<file path="src/rtl/afifo_rd_ctrl.sv">
// Read-side controller of an asynchronous FIFO: write-pointer sync, level/empty, memory fetch, 2-entry output stage.
// Optional almost_empty flag is built when AFIFO_RD_ALMOST_EMPTY_EN is defined.
module afifo_rd_ctrl #(
    parameter int unsigned AW       = 4,
    parameter int unsigned DW       = 8,
    parameter int unsigned AE_LEVEL = 2
) (
    input  logic          clk,
    input  logic          rst_n,
    input  logic [AW:0]   wptr_gray_i,
    input  logic [DW-1:0] rdata_mem_i,
    output logic          rd_mem_en,
    output logic [AW-1:0] rd_addr,
    output logic [AW:0]   rptr_gray_o,
    output logic          o_valid,
    output logic [DW-1:0] o_data,
    input  logic          o_ready,
    output logic          empty,
    output logic [AW:0]   rd_level
`ifdef AFIFO_RD_ALMOST_EMPTY_EN
    ,
    output logic          almost_empty
`endif
);

    localparam int unsigned PW = AW + 1;

    logic [AW:0]   wsync1_q, wsync2_q;
    logic [AW:0]   wbin;
    logic [AW:0]   rbin_q, rbin_d;
    logic [DW-1:0] skid_q, skid_d, o_data_d;
    logic          skid_vld_q, skid_vld_d, o_valid_d;
    logic [1:0]    occ;
    logic          pop;

    function automatic logic [AW:0] gray2bin(input logic [AW:0] g);
        logic [AW:0] b;
        b[AW] = g[AW];
        for (int i = int'(AW) - 1; i >= 0; i--) begin
            b[i] = b[i+1] ^ g[i];
        end
        return b;
    endfunction

    // Level, empty and fetch decision; a fetch is allowed only if the output stage can absorb it
    always_comb begin
        wbin      = gray2bin(wsync2_q);
        rd_level  = wbin - rbin_q;
        empty     = (rd_level == '0);
        pop       = o_valid & o_ready;
        occ       = 2'(o_valid) + 2'(skid_vld_q);
        rd_mem_en = !empty && ((occ - 2'(pop)) < 2'd2);
        rd_addr   = rbin_q[AW-1:0];
        rbin_d    = rbin_q + PW'(rd_mem_en);
    end

    // Output register plus skid: pop shifts skid forward, fetched word fills the first free slot
    always_comb begin
        o_valid_d  = o_valid;
        o_data_d   = o_data;
        skid_vld_d = skid_vld_q;
        skid_d     = skid_q;
        if (pop) begin
            o_valid_d  = skid_vld_q;
            o_data_d   = skid_vld_q ? skid_q : o_data;
            skid_vld_d = 1'b0;
        end
        if (rd_mem_en) begin
            if (!o_valid_d) begin
                o_valid_d = 1'b1;
                o_data_d  = rdata_mem_i;
            end else begin
                skid_vld_d = 1'b1;
                skid_d     = rdata_mem_i;
            end
        end
    end

    always_ff @(posedge clk or negedge rst_n) begin
        if (!rst_n) begin
            wsync1_q    <= '0;
            wsync2_q    <= '0;
            rbin_q      <= '0;
            rptr_gray_o <= '0;
            o_valid     <= 1'b0;
            o_data      <= '0;
            skid_vld_q  <= 1'b0;
            skid_q      <= '0;
        end else begin
            wsync1_q    <= wptr_gray_i;
            wsync2_q    <= wsync1_q;
            rbin_q      <= rbin_d;
            rptr_gray_o <= rbin_d ^ (rbin_d >> 1);
            o_valid     <= o_valid_d;
            o_data      <= o_data_d;
            skid_vld_q  <= skid_vld_d;
            skid_q      <= skid_d;
        end
    end

`ifdef AFIFO_RD_ALMOST_EMPTY_EN
    // Registered from the post-edge level so the flag tracks rd_level without a cycle of lag
    logic [AW:0] level_d;
    assign level_d = gray2bin(wsync1_q) - rbin_d;

    always_ff @(posedge clk or negedge rst_n) begin
        if (!rst_n) begin
            almost_empty <= 1'b1;
        end else begin
            almost_empty <= (level_d <= PW'(AE_LEVEL));
        end
    end
`endif

endmodule

</file>
<file path="config.mk">
export PLATFORM = sky130hd
export DESIGN_NAME = afifo_rd_ctrl
export DESIGN_NICKNAME = d
export VERILOG_FILES = /design/src/rtl/afifo_rd_ctrl.sv
export SDC_FILE = /design/constraint.sdc
export NUM_CORES = 1
export LEC_CHECK = 0
export BUFFER_PORTS_ARGS = -buffer_cell sky130_fd_sc_hd__buf_4
export CORE_MARGIN = 5
export CORE_UTILIZATION = 35
export CTS_CLUSTER_SIZE = 16
export DETAILED_ROUTE_END_ITERATION = 10
export PLACE_DENSITY = 0.55
export SLEW_MARGIN = 20
export SYNTH_ARGS = -nofsm -noshare
export SYNTH_HDL_FRONTEND = slang
export SYNTH_SLANG_ARGS = --single-unit
</file>
<file path="constraint.sdc">
create_clock -name clk -period 4.1 [get_ports clk]
set_input_delay 0 -clock clk [delete_from_list [all_inputs] [get_ports clk]]
set_output_delay 0 -clock clk [all_outputs]
set_load 0.01 [all_outputs]
</file>
==> impl_metrics.py, run 1 <==
metrics = {
    "run_status": {
        "status": "complete, no violations",
    },
    "global_route": {
        "grt_max_degree": 38,
        "antenna_found_initial": 0,
        "overflow": 0,
        "grt_usage_pct": 11.7,
        "grt_pass1_vias": 1176,
        "grt_pass1_wl_um": 5480,
    },
    "sta": {
        "min_period_ns": 3.64,
        "final.setup_skew_ns": 0.00224,
        "setup-violations-final": 0,
        "clock.fmax_ghz": 0.275,
        "slew_viol_final": 0,
        "tns_ns": 0,
        "rsz0062_at_grt": "false",
        "layout_worst_path_cycle_share_pct": 88.7,
        "hold_viol": 0,
        "worst_slack_ns": 0.464,
        "tightest_slew_ns": 0.587,
        "maxSlewHeadroom_pct": 60.9,
    },
    "floorplan": {
        "die-area_um2": 6250,
        "fp.dieW_um": 79.1,
        "core.rowCount": 25,
        "core_area_um2": 4690,
        "io_pins": 41,
        "start_util_pct": 35.6,
        "die_y_um": 79.1,
    },
    "min_path": {
        "hp-class": "in -> reg",
        "holdCritStartpoint": "o_ready",
        "min_path_cells": 4,
        "min_to": "o_valid$_DFF_PN0_",
    },
    "synthesis": {
        "ys_seq_elements": 37,
        "synth.most_common_cell": "dfrtp_1",
        "synth_fa_ha_area_share_pct": 7.19,
        "synthMuxAreaShare_pct": 18.0,
        "yosys.area.top_type_share_pct": 55.4,
        "synth-simple-area-share_pct": 4.72,
        "yosysUniqueCellTypes": 23,
        "seq_area_frac_synth_pct": 55.4,
        "synth_top_family_by_area": "multiplexers",
        "avgSynthCellArea_um2": 13.8,
        "synthTopCellsByArea": "dfrtp_1, mux2_2, mux2_4, ha_1, xor2_1",
        "yosysTopAreaCell": "dfrtp_1",
        "synth_xor_area_share_pct": 8.91,
        "synth-edff-count": 0,
        "netlist_area_um2": 1670,
        "postSynthCellCount": 121,
        "async_reset_ff_share_pct": 100,
        "synth-compound-area-share_pct": 2.32,
        "ys_top_cells_by_count": "dfrtp_1, mux2_2, inv_1",
        "yosysWarnings": 0,
        "synth_fp_nets": 146,
        "ys.flop_type": "dfrtp_1",
    },
    "final_layout": {
        "final_cells": 235,
        "nNetsFinal": 205,
        "fin_area_um2": 2250,
        "drive_gt1_share_pct": 40.3,
        "final_util_pct": 48.1,
        "fillers": 425,
        "n_antenna_cell": 0,
        "area_delta_synth_final_pct": 35.0,
    },
    "clock_network": {
        "clkSinkCount": 37,
        "cts_root_buffer": "clkbuf_8",
        "path_clk_slew_ns": 0.07,
        "cts_buffer_depth": 2,
        "numCtsBuffers": 5,
        "htreeDepth": 2,
        "insertion_delay_ns": 0.28,
        "cts_tree": "built",
    },
    "pwr": {
        "power.static_leakage_uw": 0.00108,
        "ir_worst_vdd_v": 0.000305,
        "power_density_nw_per_um2": 897,
    },
    "setup_path": {
        "path_buf_inv": 0,
        "worstPathArrival_ns": 3.84,
        "reg2reg_from": "wsync2_q[4]$_DFF_PN0_",
        "crit_type": "reg -> reg",
        "startpoint_type": "flop",
        "rr_endpoint": "rptr_gray_o[1]$_DFF_PN0_",
        "reg2regPathDepth": 15,
        "regToRegSetupSlack_ns": 0.46,
        "path_delay_family": "XOR/XNOR gates",
        "required_ns": 4.31,
        "path_common_cell": "xor2_1",
        "max_stage_delay_ns": 0.41,
        "crit_slowest_cell": "fa_1",
        "path_cells": "xor2_1, xnor2_1, xor2_2, xor2_1, ha_1, fa_1, nand2b_1, a21oi_1, xnor2_1, nor3_2, nor2_1, ha_1, ha_1, xor2_1, xor2_1",
        "worstSetupEndpointType": "flop",
        "crit_path_max_fanout": 4,
    },
    "placed_design": {
        "place_area_um2": 2020,
        "place.gp.congestion": 0.750,
        "placed_cells": 213,
        "pre_cts_ws_ns": 0.238,
        "place_hpwl_um": 2380,
        "io_buffers": 40,
    },
    "routing": {
        "drc": 0,
        "ant_nets": 0,
        "vias_per_cell": 4.54,
        "firstDrtPassIters": 3,
        "vias": 1068,
        "wl_um": 3220,
        "wl_per_cell_um": 13.7,
        "drt-initial-drc-count": 18,
    },
    "run": {
        "maxCapViolations": 0,
    },
}
## placed cells by master (no fill, tap or decap), types with 2 or more instances in the layout
cell            n
nand2_1         3
inv_1          11
mux2_4          8
xnor2_1         8
buf_4          40
ha_1            8
nand3_1         2
mux2_2         16
o21ai_0         2
xor2_1          8
clkbuf_8        5
a21oi_1         2
nor2_1          4
clkbuf_1        3
dlygate4sd3_1  14
dfrtp_1        37
## layer usage
layer	up-vias	global-route usage (%)	routed length [um]
li1	519	-	-
met2	22	20.2	1750
met1	521	12.6	1300
met5	-	0	0
met4	0	7.73	44
met3	6	2.72	129
## power breakdown
group | internal, uW | total (uW) | switching [uW]
clock network | 121 | 238 | 118
registers | 523 | 614 | 90.6
logic | 636 | 1170 | 535
## state kept, by name (all words and copies together) (netlist names)
register / cells
wsync2_q: 5
rptr_gray_o: 4
o_data: 8
skid_vld_q: 1
rbin_q: 5
o_valid: 1
skid_q: 8
wsync1_q: 5
## logic make-up (layout without fill, tap and decap cells)
logic type,Yosys count,in the layout
AOI/OAI and AO/OA,6,6
muxes,24,24
buffers and inverters,13,73
xor gates and xnor gates,17,17
and+or+nand+nor,15,15
DFF,37,37
adders and majority gates,9,9
## what timing repair did
item	4_1_cts	5_1_grt
endpoints found under the setup margin	0	3
hold endpoints to repair	58	0
gates resized for setup	0	2
buffers inserted	0	0
hold buffers	14	0
## worst min-delay path, stage by stage
cell	delay [ns]
buf_4	0.11
inv_1	0.04
o21ai_0	0.11
o21ai_0	0.10
## final cells by class
| cell class | count | area, um^2 | area share, % |
|---|---|---|---|
| Inverter | 11 | 41.3 | 1.83 |
| Multi-Input combinational cell | 71 | 699 | 31.0 |
| Clock buffer | 8 | 80.1 | 3.55 |
| Timing Repair Buffer | 54 | 440 | 19.5 |
| Tap cell | 54 | 67.6 | 3.00 |
| Sequential cell | 37 | 926 | 41.1 |
## per-stage QoR
step,power [uW],hold WS (ns)
after floorplan,1390,-0.296
after global placement,1760,-0.0122
after detailed placement,1790,-0.00499
after CTS,2060,0.118
after global routing,2180,0.170
final,2020,0.135
## worst max-delay path by stage
stage | from | end | slack, ns | cells after the start
global route | wsync2_q[4]$_DFF_PN0_ | rptr_gray_o[1]$_DFF_PN0_ | 0.09 | 15
global placement | wsync2_q[4]$_DFF_PN0_ | rptr_gray_o[1]$_DFF_PN0_ | 0.48 | 14
detailed placement | wsync2_q[4]$_DFF_PN0_ | rptr_gray_o[1]$_DFF_PN0_ | 0.24 | 14
floorplan | wsync2_q[4]$_DFF_PN0_ | rptr_gray_o[1]$_DFF_PN0_ | 0.35 | 14
finish | wsync2_q[4]$_DFF_PN0_ | rptr_gray_o[1]$_DFF_PN0_ | 0.46 | 15
CTS | wsync2_q[4]$_DFF_PN0_ | rptr_gray_o[1]$_DFF_PN0_ | 0.23 | 14
(Power assumes the default switching activity.)
==> run 2: changes to the inputs <==
--- a/config.mk
+++ b/config.mk
@@ -10,7 +10,8 @@
 export CORE_UTILIZATION = 35
 export CTS_CLUSTER_SIZE = 16
 export DETAILED_ROUTE_END_ITERATION = 10
-export PLACE_DENSITY = 0.55
+export PLACE_DENSITY = 0.57
+export REMOVE_ABC_BUFFERS = 1
 export SLEW_MARGIN = 20
 export SYNTH_ARGS = -nofsm -noshare
 export SYNTH_HDL_FRONTEND = slang
==> constraint.sdc (replaced) <==
create_clock -name clk -period 3.3 [get_ports clk]
set_input_delay 0 -clock clk [delete_from_list [all_inputs] [get_ports clk]]
set_output_delay 0 -clock clk [all_outputs]
set_load 0.01 [all_outputs]
==> impl_metrics.py, run 2 (same netlist as run 1, synthesis figures left out) <==
metrics = {
    "sta": {
        "tightest_slew_ns": 0.458,
        "min_period_ns": 3.27,
        "layout_worst_path_cycle_share_pct": 99.1,
        "worst_slack_ns": 0.0311,
        "clock.fmax_ghz": 0.306,
        "setup-violations-final": 0,
        "rsz0062_at_grt": "true",
        "final.setup_skew_ns": 0.00274,
        "slew_viol_final": 0,
        "hold_viol": 0,
        "tns_ns": 0,
        "maxSlewHeadroom_pct": 69.5,
        "holdWs_ns": 0.174,
    },
    "setup_path": {
        "crit_slowest_cell": "fa_2",
        "reg2regPathDepth": 14,
        "worstPathArrival_ns": 3.43,
        "crit_path_max_fanout": 3,
        "worstSetupEndpointType": "flop",
        "reg2reg_from": "wsync2_q[4]$_DFF_PN0_",
        "path_buf_inv": 1,
        "regToRegSetupSlack_ns": 0.03,
        "crit_type": "reg -> reg",
        "path_cells": "xor2_2, xnor2_2, xor2_1, xor2_1, ha_2, fa_2, inv_2, or3_4, nor3_4, nor2_2, ha_2, ha_4, xor2_2, xor2_1",
        "required_ns": 3.46,
        "rr_endpoint": "rptr_gray_o[1]$_DFF_PN0_",
        "path_common_cell": "xor2_1",
        "path_delay_family": "adder cells",
        "max_stage_delay_ns": 0.52,
        "startpoint_type": "flop",
    },
    "min_path": {
        "min_path_cells": 4,
        "hp-class": "in -> reg",
        "holdCritStartpoint": "o_ready",
        "min_to": "o_valid$_DFF_PN0_",
    },
    "floorplan": {
        "io_pins": 41,
        "core_area_um2": 4690,
        "die_y_um": 79.1,
        "die-area_um2": 6250,
        "fp.dieW_um": 79.1,
        "core.rowCount": 25,
        "start_util_pct": 35.6,
    },
    "routing": {
        "drc": 0,
        "wl_per_cell_um": 13.4,
        "drt-initial-drc-count": 27,
        "ant_nets": 0,
        "firstDrtPassIters": 4,
        "vias_per_cell": 4.56,
        "wl_um": 3320,
        "vias": 1131,
    },
    "final_layout": {
        "multi_input_area_um2": 787,
        "final_common_cell": "buf_4",
        "final_cells": 248,
        "n_antenna_cell": 0,
        "nNetsFinal": 219,
        "fin_area_um2": 2460,
        "seq_area_um2": 926,
        "final_cell_mix": "buf_4, dfrtp_1, mux2_2, dlygate4sd3_1, inv_1",
        "area_delta_synth_final_pct": 47.1,
        "reg_top3": "o_data x8, skid_q x8",
        "drive_gt1_share_pct": 53.1,
        "fillers": 409,
    },
    "run_status": {
        "status": "complete, no violations",
    },
    "run": {
        "maxCapViolations": 0,
    },
    "pwr": {
        "power_density_nw_per_um2": 1170,
        "ir_worst_vdd_v": 0.000450,
        "power.static_leakage_uw": 0.00118,
    },
    "clock_network": {
        "cts_tree": "built",
        "path_clk_slew_ns": 0.07,
        "cts_root_buffer": "clkbuf_8",
        "insertion_delay_ns": 0.28,
        "cts_buffer_depth": 2,
        "htreeDepth": 2,
        "numCtsBuffers": 5,
        "clkSinkCount": 37,
    },
    "global_route": {
        "grt_usage_pct": 11.6,
        "antenna_found_initial": 0,
        "overflow": 0,
        "grt_max_degree": 38,
        "grt_pass1_wl_um": 5510,
        "grt_pass1_vias": 1203,
    },
    "placed_design": {
        "place.gp.congestion": 0.743,
        "placed_cells": 223,
        "place_hpwl_um": 2420,
        "pre_cts_ws_ns": -0.261,
        "io_buffers": 40,
        "place_area_um2": 2100,
    },
}
[run 2: cell count changes in the layout (fill, tap and decap cells not counted), sizes merged]
cell,before,now
buf,40,54
clkbuf,8,7
[run 2: final cells by class]
class	count	area share, %
well taps	54	2.75
multi-input cells	71	32.0
flip-flops and latches	37	37.7
clock buffers	7	3.51
inverters	11	1.68
repair buffers	68	22.4
[run 2: how the worst max path moves through the flow]
| stage | end | cells past startpoint | from |
|---|---|---|---|
| after CTS | rptr_gray_o[1]$_DFF_PN0_ | 14 | wsync2_q[3]$_DFF_PN0_ |
| after floorplan | rptr_gray_o[1]$_DFF_PN0_ | 14 | wsync2_q[4]$_DFF_PN0_ |
| after global placement | rptr_gray_o[1]$_DFF_PN0_ | 14 | wsync2_q[4]$_DFF_PN0_ |
| final | rptr_gray_o[1]$_DFF_PN0_ | 14 | wsync2_q[4]$_DFF_PN0_ |
| after detailed placement | rptr_gray_o[1]$_DFF_PN0_ | 14 | wsync2_q[4]$_DFF_PN0_ |
| after global routing | rptr_gray_o[3]$_DFF_PN0_ | 15 | wsync2_q[4]$_DFF_PN0_ |
[run 2: power by group]
group	internal, uW	total [uW]	switching, uW
clock network	166	308	142
registers	650	772	122
logic	1030	1800	763
[run 2: through the flow]
step	utilization, %	power (uW)
floorplan	-	1700
global placement	44.7	2310
detailed placement	44.7	2360
CTS	51.4	2830
global route	52.4	3080
finish	52.4	2880
[run 2: timing repair]
action,4_1_cts,5_1_grt
buffers inserted,2,3
hold buffers,14,0
setup endpoints to repair,24,22
pin swaps,4,5
endpoints found under the hold margin,58,0
resized for setup,14,7
[run 2: routing by layer]
metal,global-route usage [%],up-vias,part of all wire (%)
met3,2.95,4,3.5
met1,13.0,565,41
met5,0,-,0
met4,5.67,0,1.3
li1,-,540,-
met2,20.4,22,54
[run 2: worst min-delay path: cells and delay by family]
family | cells | cell delay, ns
buffers and inverters | 2 | 0.15
AOI/OAI and AO/OA | 2 | 0.25
